File: src/rtl/data_send.sv
// AXI4-Stream master: emits one packet of incrementing words per rising edge of start_send,
// honouring tready backpressure and reporting completion plus a running packet count.
module data_send #(
   parameter int unsigned DATA_W = 32,
   parameter int unsigned KEEP_W = DATA_W / 8,
   parameter int unsigned LEN_W  = 8,
   parameter int unsigned CNT_W  = 16
) (
   input  logic              aclk,
   input  logic              aresetn,
   input  logic              start_send,
   input  logic [LEN_W-1:0]  pkt_len,
   input  logic [DATA_W-1:0] data_seed,
   input  logic [KEEP_W-1:0] last_keep,
   output logic              axis_tvalid,
   input  logic              axis_tready,
   output logic [DATA_W-1:0] axis_tdata,
   output logic [KEEP_W-1:0] axis_tkeep,
   output logic              axis_tlast,
   output logic              busy,
   output logic              done,
   output logic [CNT_W-1:0]  pkt_cnt
);

   typedef enum logic [1:0] {StIdle, StSend, StDone} state_e;

   state_e              state_q, state_d;
   logic                start_dly_q;
   logic [LEN_W-1:0]    len_q, len_d;
   logic [LEN_W-1:0]    beat_q, beat_d;
   logic [KEEP_W-1:0]   lkeep_q, lkeep_d;
   logic                tvalid_q, tvalid_d;
   logic [DATA_W-1:0]   tdata_q, tdata_d;
   logic [KEEP_W-1:0]   tkeep_q, tkeep_d;
   logic                tlast_q, tlast_d;
   logic                busy_q, busy_d;
   logic                done_q, done_d;
   logic [CNT_W-1:0]    pkt_cnt_q, pkt_cnt_d;

   logic                rise;
   logic [LEN_W-1:0]    len_eff;
   logic [KEEP_W-1:0]   lkeep_eff;
   logic [LEN_W-1:0]    next_beat;
   logic                next_final;

   assign rise       = start_send & ~start_dly_q;
   assign len_eff    = (pkt_len == '0) ? LEN_W'(1) : pkt_len;
   assign lkeep_eff  = (last_keep == '0) ? '1 : last_keep;
   assign next_beat  = beat_q + LEN_W'(1);
   assign next_final = (next_beat == len_q - LEN_W'(1));

   always_comb begin
      state_d   = state_q;
      len_d     = len_q;
      beat_d    = beat_q;
      lkeep_d   = lkeep_q;
      tvalid_d  = tvalid_q;
      tdata_d   = tdata_q;
      tkeep_d   = tkeep_q;
      tlast_d   = tlast_q;
      busy_d    = busy_q;
      done_d    = 1'b0;
      pkt_cnt_d = pkt_cnt_q;
      unique case (state_q)
         StIdle: begin
            if (rise) begin
               len_d    = len_eff;
               lkeep_d  = lkeep_eff;
               beat_d   = '0;
               tvalid_d = 1'b1;
               tdata_d  = data_seed;
               tlast_d  = (len_eff == LEN_W'(1));
               tkeep_d  = (len_eff == LEN_W'(1)) ? lkeep_eff : '1;
               busy_d   = 1'b1;
               state_d  = StSend;
            end
         end
         StSend: begin
            if (tvalid_q && axis_tready) begin
               if (tlast_q) begin
                  tvalid_d  = 1'b0;
                  tdata_d   = '0;
                  tkeep_d   = '0;
                  tlast_d   = 1'b0;
                  done_d    = 1'b1;
                  pkt_cnt_d = pkt_cnt_q + CNT_W'(1);
                  state_d   = StDone;
               end else begin
                  beat_d  = next_beat;
                  tdata_d = tdata_q + DATA_W'(1);
                  tlast_d = next_final;
                  tkeep_d = next_final ? lkeep_q : '1;
               end
            end
         end
         StDone: begin
            busy_d  = 1'b0;
            state_d = StIdle;
         end
         default: state_d = StIdle;
      endcase
   end

   always_ff @(posedge aclk) begin
      if (!aresetn) begin
         state_q     <= StIdle;
         // Held high so a trigger already asserted across reset release is not a new edge.
         start_dly_q <= 1'b1;
         len_q       <= '0;
         beat_q      <= '0;
         lkeep_q     <= '0;
         tvalid_q    <= 1'b0;
         tdata_q     <= '0;
         tkeep_q     <= '0;
         tlast_q     <= 1'b0;
         busy_q      <= 1'b0;
         done_q      <= 1'b0;
         pkt_cnt_q   <= '0;
      end else begin
         state_q     <= state_d;
         start_dly_q <= start_send;
         len_q       <= len_d;
         beat_q      <= beat_d;
         lkeep_q     <= lkeep_d;
         tvalid_q    <= tvalid_d;
         tdata_q     <= tdata_d;
         tkeep_q     <= tkeep_d;
         tlast_q     <= tlast_d;
         busy_q      <= busy_d;
         done_q      <= done_d;
         pkt_cnt_q   <= pkt_cnt_d;
      end
   end

   assign axis_tvalid = tvalid_q;
   assign axis_tdata  = tdata_q;
   assign axis_tkeep  = tkeep_q;
   assign axis_tlast  = tlast_q;
   assign busy        = busy_q;
   assign done        = done_q;
   assign pkt_cnt     = pkt_cnt_q;

endmodule

File: config.mk
export PLATFORM = sky130hd
export DESIGN_NAME = data_send
export DESIGN_NICKNAME = d
export VERILOG_FILES = /design/src/rtl/data_send.sv
export SDC_FILE = /design/constraint.sdc
export NUM_CORES = 1
export LEC_CHECK = 0
export ABC_AREA = 1
export CAP_MARGIN = 5
export CORE_UTILIZATION = 47
export DETAILED_ROUTE_END_ITERATION = 8
export PLACE_DENSITY = 0.78
export SLEW_MARGIN = 30
export SYNTH_ARGS = -nofsm -noshare
export SYNTH_HDL_FRONTEND = slang
export SYNTH_SLANG_ARGS = --single-unit
File: constraint.sdc
create_clock -name aclk -period 1.83 [get_ports aclk]
set_clock_uncertainty 0.1 [all_clocks]
set_input_delay 0.2745 -clock aclk [delete_from_list [all_inputs] [get_ports aclk]]
set_output_delay 0.2745 -clock aclk [all_outputs]
set_load 0.005 [all_outputs]
---- Word-level counts from Yosys, hierarchy flattened ----
Cells that the tools add are included.
word-level totals
  input port bits ......................... 48
  word-level logic and storage cells ...... 70
  output and inout bits ................... 56
  flip-flop bits (word level) ............. 79
operators by class
  bitwise gates (word level) .............. 2
  muxes and demuxes ....................... 30
  equality and inequality tests ........... 8
  add/sub/neg operators ................... 4
  reductions and logical operators ........ 14
operator list
  kind                   count
  $mux 32                3
  $pmux 32 s2            1
  $add 32x1->32 const B  1
  $mux 8                 4
  $mux 4                 6
  $add 16x1->16 const B  1
  $pmux 8 s2             1
  $reduce_and 3->1       4
  $add 8x1->8 const B    1
  $eq 8x1->1 const B     1
  $eq 8x8->1             1
  $logic_not 8->1        1
  $ne 2x2->1 const B     4
  $pmux 4 s2             1
  $reduce_and 4->1       2
  $sub 8x1->8 const B    1
  $mux 1                 7
  $mux 2                 3
  $pmux 1 s2             3
  $logic_not 4->1        1
  $pmux 2 s2             1
  $reduce_and 2->1       2
  $reduce_bool 2->1      2
  $eq 2x1->1 const B     1
  other kinds (5)        5

---- Depth between registers and ports, before layout ----
Gate-level depths: netlist of the first run.
  depth after elaboration ................. 6
  gate-level depth with buffers ........... 13
  depth with buffers taken out ............ 13

---- Least setup slack after synthesis of the first run ----
OpenSTA, ideal clock, no wires.
  path kind ............................... flip-flop to flip-flop
  from .................................... register len_q[0]
  to ...................................... register tkeep_q[0] (netlist: axis_tkeep[0])
  library setup time ...................... 0.119 ns
  data required time ...................... 1.611 ns
  slack ................................... 0.025 ns
  stages on the path, launching flop included .. 11
  clock period less this slack ............ 1.805 ns
  arrival time ............................ 1.585 ns
  path buffers ............................ 0
  path through ............................ dfxtp_1 clkinv_1 ha_1 xor2_1 nand3_1 nor2_1 nand2_1 nor2_1 nand4_1 nand2_1 a21oi_1
between the ends
  longest elaborated chain between the ends .. 6
ends and longest elaborated chain
  item                      RTL line  source
  start: declaration        29        logic [LEN_W-1:0] len_q, len_d;
  start signal: assignment  122       len_q <= len_d;
  $sub 8x1->8               50        assign next_final = (next_beat == len_q - LEN_W'(1));
  $eq 8x8->1                50
  $mux 4                    92        tkeep_d = next_final ? lkeep_q : '1;
  $mux 4                    80        if (tlast_q) begin
  $mux 4                    79        if (tvalid_q && axis_tready) begin
  $pmux 4 s2                64        unique case (state_q)
  end signal: assignment    127       tkeep_q <= tkeep_d;
  end: declaration          34        logic [KEEP_W-1:0] tkeep_q, tkeep_d;
No other way between the ends. The select of a mux whose other input is x is not followed.
A chain may end at the register's enable or synchronous reset.

---- Worst setup path after layout of the first run ----
  from .................................... register tdata_q[1] (netlist: axis_tdata[1])
  to ...................................... register tdata_q[24] (netlist: axis_tdata[24])
between the ends
  longest elaborated chain between the ends .. 4
ends and longest elaborated chain
  item                      RTL line  source
  start: declaration        33        logic [DATA_W-1:0] tdata_q, tdata_d;
  start signal: assignment  126       tdata_q <= tdata_d;
  $add 32x1->32             90        tdata_d = tdata_q + DATA_W'(1);
  $mux 32                   80
  $mux 32                   79
  $pmux 32 s2               64
No other way between the ends. The select of a mux whose other input is x is not followed.

==> impl_results.md, run 1 <==
- CTS tree: yes
- Static Leak: 2.72 nW
- Dpl ws: -311 ps
- Fin cells: 1050
- Synthesized area: 4810 µm²
- Status: complete, no violations
- HP Class: input pin to flip-flop
- Vias in the first global route: 5177
- Post-route DRC: 0
- Asr flop ratio synth: 0%
- Max stage delay on crit path: 370 ps
- Period minus WS final: 1810 ps
- Vias: 5654
- Post-synth EDFFs: 0
- Slew headroom: 77.8%
- RSZ-0062 raised after global routing: true
- Core area: 9860 µm²
- Row Count: 36
- Max_cap viols: 0
- Most common cell after layout, fill and taps aside: nand2_1
- Post-Layout Inst Area: 7020 µm²
- TritonCTS Buffers: 9
- Port Buffers: 103
- Largest net degree at the start of global routing: 33
- Syn Nets: 791
- DRT iter0 DRCs: 358
- Post-layout util: 71.2%
- Worst skew pair latency: 360 ps
- Yosys warns: 0
- WHS: 368 ps
- Via density: 5.38
- # diodes: 0
- Worst Setup Slack, final: 17.7 ps
- Wire length of the first global-routing pass: 23700 µm
- Ys flop type: dfxtp_1
- Crit path max fanout: 3
- Worst-path cell chain: ha_4 > nand3_4 > nor2_4 > nand3b_1 > nor2_2 > nand2_2 > nor2_4 > nor2_1 > nor2_1 > nand2_1 > a21oi_2
- CTS H-Tree Depth: 3
- Final hold vios: 0
- Most frequent cells in the layout: nand2_1 (180), clkdlybuf4s50_1 (103), inv_1 (79), buf_4 (76), a21oi_1 (72)
- Layout cells sized above 1: 21.8%
- Slew Limit Fails: 0
- Post-CTS Hold Buffers: 0
- Startpoint Class: flip-flop
- Clk pin slew, worst setup/hold paths: 90 ps
- Synth-to-layout area growth: 46.0%
- Fin nets: 966
- Initial DRT Pass Iterations: 5
- Data required, critical path: 2020 ps
- CP Class: flip-flop to flip-flop
- Inst Count DP: 1024
- Top delay family on crit path: simple AND/OR/NAND/NOR gates
- Worst vdd ir: 0.508 mV
- RePlAce Congestion: 0.983
- Hpwl dp: 11300 µm
- Fillers: 767
- Die Y: 103 µm
- Final setup viols: 0
- CTS sink count: 79
- Slowest CP cell: dfxtp_4
- Seq cells post-synth: 79
- WP buf/inv: 0
- DRT antenna net count: 0
- Initial Utilization: 48.8%
- Fmax: 552 MHz
- Maximum buffer depth of the clock tree: 2
- Die area: 10600 µm²
- Seq/Total Area, Yosys: 32.9%
- Power per Cell Area: 597 nW/µm²
- Crit. End Element: flip-flop
- Register-to-register setup slack: 20 ps
- Die width: 103 µm
- Total Routing Usage GR: 28.5%
- Initial antenna violation count: 0
- Syn Inst Count: 739
- Mean Syn Cell Area: 6.51 µm²
- Mean routed wirelength per cell: 14.5 µm
- Least-Margin Pin Slew: 331 ps
- Crit path DAT: 2000 ps
- Cell Area, Placed: 6460 µm²
- Total congestion overflow: 0
- Clk root buf: clkbuf_8
- Final WL: 15200 µm
- Fin crit share: 99.0%
- Top Ports: 104
- Yosys cell types: 47
[path summary, 6_finish.rpt]
check,start,to,depth (start not counted)
min,data_seed[17],axis_tdata[17]$_SDFFE_PN0P_,3
max,axis_tdata[1]$_SDFFE_PN0P_,axis_tdata[24]$_SDFFE_PN0P_,11
max reg2reg,axis_tdata[1]$_SDFFE_PN0P_,axis_tdata[24]$_SDFFE_PN0P_,11
min reg2reg,beat_q[7]$_SDFFE_PN0P_,beat_q[7]$_SDFFE_PN0P_,2
[state kept, by name, summed over array words and instances (netlist names), 2 cells and up]
| name | count |
|---|---|
| len_q | 8 |
| pkt_cnt | 16 |
| axis_tkeep | 4 |
| lkeep_q | 4 |
| state_q | 2 |
| beat_q | 8 |
| axis_tdata | 32 |
[worst min-delay path, delay by kind of cell]
kind	cells	cell delay [ps]
buf+inv	1	390
simple gates	1	60
compound gates	1	60
[cells by family (layout without fill, tap and decap cells)]
kind of cell / Yosys count / in the layout / synth area share (%)
compound gates: 161 / 161 / 18.3
xor+xnor: 5 / 5 / 0.910
fa+ha+maj: 4 / 4 / 1.04
buf+inv: 110 / 288 / 9.31
flops: 79 / 79 / 32.9
simple gates: 380 / 380 / 37.6
[layout make-up]
| type | instances | area [µm²] | share of cell area, % |
|---|---|---|---|
| flip-flops and latches | 79 | 1610 | 22.9 |
| repair buffers | 186 | 1710 | 24.3 |
| clock buffers | 10 | 138 | 1.96 |
| inverters | 88 | 332 | 4.72 |
| well taps | 133 | 166 | 2.37 |
| multi-input cells | 550 | 3020 | 43.0 |
| clock inverters | 4 | 47.5 | 0.677 |
[synth_stat cells (all sizes together) (2+ instances only)]
cell | number | area share, %
nand2 | 194 | 16
inv | 85 | 6.6
a21oi | 79 | 8.3
dfxtp | 79 | 33
nor2 | 76 | 7.9
o21ai | 58 | 6.1
nand3 | 46 | 6.0
nor3 | 28 | 3.1
nand4 | 23 | 3.0
buf | 11 | 1.6
clkbuf | 11 | 0.86
nand3b | 6 | 0.94
a31oi | 5 | 0.65
ha | 4 | 1.0
xor2 | 4 | 0.73
clkinv | 3 | 0.26
nor4 | 3 | 0.39
o211ai | 3 | 0.47
o21bai | 3 | 0.47
a21o | 2 | 0.31
a32oi | 2 | 0.36
nor3b | 2 | 0.42
o2111ai | 2 | 0.36
o21a | 2 | 0.31
o311ai | 2 | 0.36
or2 | 2 | 0.26
[metal layers]
layer / track usage [%] / wire, µm / share of wire, % / up-vias
met5: 0 / 0 / 0 / -
met4: 11.4 / 347 / 2.3 / 0
met3: 5.58 / 1070 / 7.0 / 32
met2: 48.4 / 7490 / 49 / 214
met1: 35.4 / 6320 / 42 / 2606
li1: - / - / - / 2802
[timing repair]
action,in CTS,in global routing
setup buffers,0,12
gates resized for setup,9,80
setup endpoints to repair,7,40
pin swaps,1,28
[metrics by stage]
step	TNS, ps	total power (W)
2_1_floorplan	0	0.00237
3_3_place_gp	-7270	0.00282
3_5_place_dp	-10100	0.00283
4_1_cts	-7.76	0.00413
5_1_grt	-448	0.00442
6_report	0	0.00419
[power breakdown]
| group | internal [W] | leakage [nW] | switching (W) |
|---|---|---|---|
| Clock | 0.000649 | 0.0940 | 0.000664 |
| Sequential | 0.00181 | 0.654 | 0.000102 |
| Combinational | 0.000480 | 1.97 | 0.000489 |
| Total | 0.00294 | 2.72 | 0.00125 |
Note: power is estimated with default switching activity, not from simulation.
==> run 2, diff against run 1 <==
HOLD_SLACK_MARGIN = 0.12   (was default)
==> results of run 2 <==
Final layout, timing and power as in run 1 (identical DEF).
==> run 3, diff against run 2 <==
ABC_AREA = default   (was 1)
CORE_UTILIZATION = 45   (was 47)
PLACE_DENSITY = 0.77   (was 0.78)
==> run 3 against run 2 <==
  * The run now ends with design-rule violations, negative setup slack left
  * Critical path depth is 3 lower
  * Final cell count decreased by 20%
  * Non-clock buffer count increased by 48
  * Worst hold slack got worse by 160 ps
  * Fmax decreased by 14%
  * Largest power group unchanged
==> impl_results.md, run 3 <==
- Synth area leaders: dfxtp_1 (38%), nand2_1 (5.5%), nor2_1 (4.9%)
- Via density: 6.19
- Yosys top cell area share: 38.3%
- Least-Margin Pin Slew: 422 ps
- Clk pin slew, worst setup/hold paths: 90 ps
- DRT antenna net count: 0
- Most frequent cells in the layout: clkdlybuf4s50_1 (102), buf_4 (89), dfxtp_1 (62), nor2_1 (49), nand2_1 (43)
- Mean routed wirelength per cell: 21.1 µm
- Startpoint Class: flip-flop
- Setup TNS: -9170 ps
- CTS sink count: 79
- Row Count: 34
- Syn Nets: 562
- TritonCTS Buffers: 9
- Post-CTS Hold Buffers: 0
- Failing checks: design-rule violations, negative setup slack
- Crit. End Element: flip-flop
- Data required, critical path: 2030 ps
- Core area: 8810 µm²
- Worst skew pair latency: 370 ps
- Layout cells sized above 1: 38.2%
- Most common cell after layout, fill and taps aside: clkdlybuf4s50_1
- Top Ports: 104
- Post-route DRC: 18
- RePlAce Congestion: 0.872
- Register-to-register setup slack: -280 ps
- HP Class: input pin to flip-flop
- Worst vdd ir: 0.341 mV
- Mean Syn Cell Area: 8.09 µm²
- Post-synth EDFFs: 0
- Fin cells: 843
- Total Routing Usage GR: 30.3%
- Die width: 97.8 µm
- Max_cap viols: 0
- Clk root buf: clkbuf_8
- RSZ-0062 raised after global routing: true
- Reg2Reg Depth: 8
- Final hold vios: 0
- Fin crit share: 115%
- R2r endpoint: axis_tlast$_SDFFE_PN0P_
- Max reg flops: 32
- Synth-to-layout area growth: 76.3%
- Crit path max fanout: 5
- Initial Utilization: 46.9%
- Static Leak: 2.84 nW
- CTS H-Tree Depth: 3
- Commonest cells post-synth: dfxtp_1 (79), nand2_1 (60), nor2_1 (54)
- Fin nets: 782
- Inst Count DP: 791
- Seq cells post-synth: 79
- Top-count cell post-synth: dfxtp_1
- Wire length of the first global-routing pass: 23400 µm
- Largest net degree at the start of global routing: 29
- CTS tree: yes
- Final setup viols: 59
- Largest area contributor in the netlist: dfxtp_1
- Port Buffers: 103
- Maximum buffer depth of the clock tree: 2
- Yosys warns: 0
- DRT iter0 DRCs: 381
- Initial DRT Pass Iterations: 7
- CP Class: flip-flop to flip-flop
- Die Y: 97.8 µm
- Crit path to: axis_tlast$_SDFFE_PN0P_
- Slew headroom: 71.6%
- RR Startpoint: len_q[0]$_SDFFE_PN0P_
- Slew Limit Fails: 0
- Crit path DAT: 2310 ps
- Total congestion overflow: 0
- # diodes: 0
- Status: complete, but fails checks
- Yosys cell types: 57
- Initial antenna violation count: 0
- Worst Setup Slack, final: -283 ps
- Synthesized area: 4130 µm²
- Fmax: 473 MHz
- Final WL: 17800 µm
- Ys flop type: dfxtp_1
- Vias: 5219
- Power per Cell Area: 572 nW/µm²
- Asr flop ratio synth: 0%
- Hpwl dp: 9470 µm
- Worst setup path start: len_q[0]$_SDFFE_PN0P_
- Die area: 9560 µm²
- Seq/Total Area, Yosys: 38.3%
- Syn Inst Count: 510
- Period minus WS final: 2110 ps
- Vias in the first global route: 4887
run 3: report_power, final:
part | switching (W) | total, W | internal (W)
logic | 0.000366 | 0.000801 | 0.000436
clock network | 0.000766 | 0.00155 | 0.000786
registers | 0.0000415 | 0.00181 | 0.00177
run 3: worst min path at each step:
stage | endpoint | cells past startpoint | from | slack (ps)
floorplan | start_dly_q$_SDFF_PN1_ | 1 | aresetn | 250
global placement | len_q[7]$_SDFFE_PN0P_ | 2 | len_q[7]$_SDFFE_PN0P_ | 360
detailed placement | len_q[7]$_SDFFE_PN0P_ | 2 | len_q[7]$_SDFFE_PN0P_ | 370
CTS | start_dly_q$_SDFF_PN1_ | 2 | start_send | 160
global route | start_dly_q$_SDFF_PN1_ | 2 | start_send | 200
finish | start_dly_q$_SDFF_PN1_ | 2 | start_send | 210
run 3: per-stage QoR:
stage,power (W),setup slack (ps),hold slack (ps),util [%],cell area [µm²]
after floorplan,0.00209,-29.2,248,-,4180
after global placement,0.00241,-509,364,68.0,5980
after detailed placement,0.00242,-577,370,68.0,5980
after CTS,0.00398,-176,158,75.5,6650
after global routing,0.00427,-392,197,82.6,7270
final,0.00416,-283,206,82.6,7270
run 3: worst max-delay path: stages (launching register included):
cell and delay (ps):
dfxtp_2 360, inv_1 50, ha_2 190, nor3b_2 160, xnor2_1 210, xnor2_1 180
nand2_1 140, nor4_4 440, a32o_1 230
run 3: layer usage:
layer / vias to the layer above / wire length [µm] / track usage, %
met4: 0 / 1060 / 11.7
met3: 114 / 1380 / 5.87
li1: 2266 / - / -
met1: 2504 / 6700 / 37.0
met5: - / 0 / 0
met2: 335 / 8700 / 52.9
run 3: logic make-up (layout without fill, tap and decap cells):
logic type                 count (synthesis)  after routing  share of synthesized area, %
buffers and inverters                     38            263                          3.76
muxes                                      2              2                         0.485
DFF                                       79             79                          38.3
xor gates and xnor gates                  46             46                          9.95
adders and majority gates                  4              4                          1.21
AOI/OAI and AO/OA                        116            116                          17.3
and+or+nand+nor                          225            225                          28.9
run 3: area by class of cell:
| class | instances | area (µm²) |
|---|---|---|
| clock buffers | 9 | 124 |
| clock inverters | 7 | 103 |
| fillers | 441 | 1530 |
| repair buffers | 234 | 2260 |
| multi-input cells | 393 | 3000 |
| flip-flops and latches | 79 | 1600 |
| well taps | 108 | 135 |
| inverters | 13 | 48.8 |
run 3: what timing repair did:
item | 4_1_cts | 5_1_grt
setup buffers | 18 | 18
resized for setup | 65 | 118
pin swaps | 53 | 75
cloned | 1 | 3
setup endpoints to repair | 38 | 58
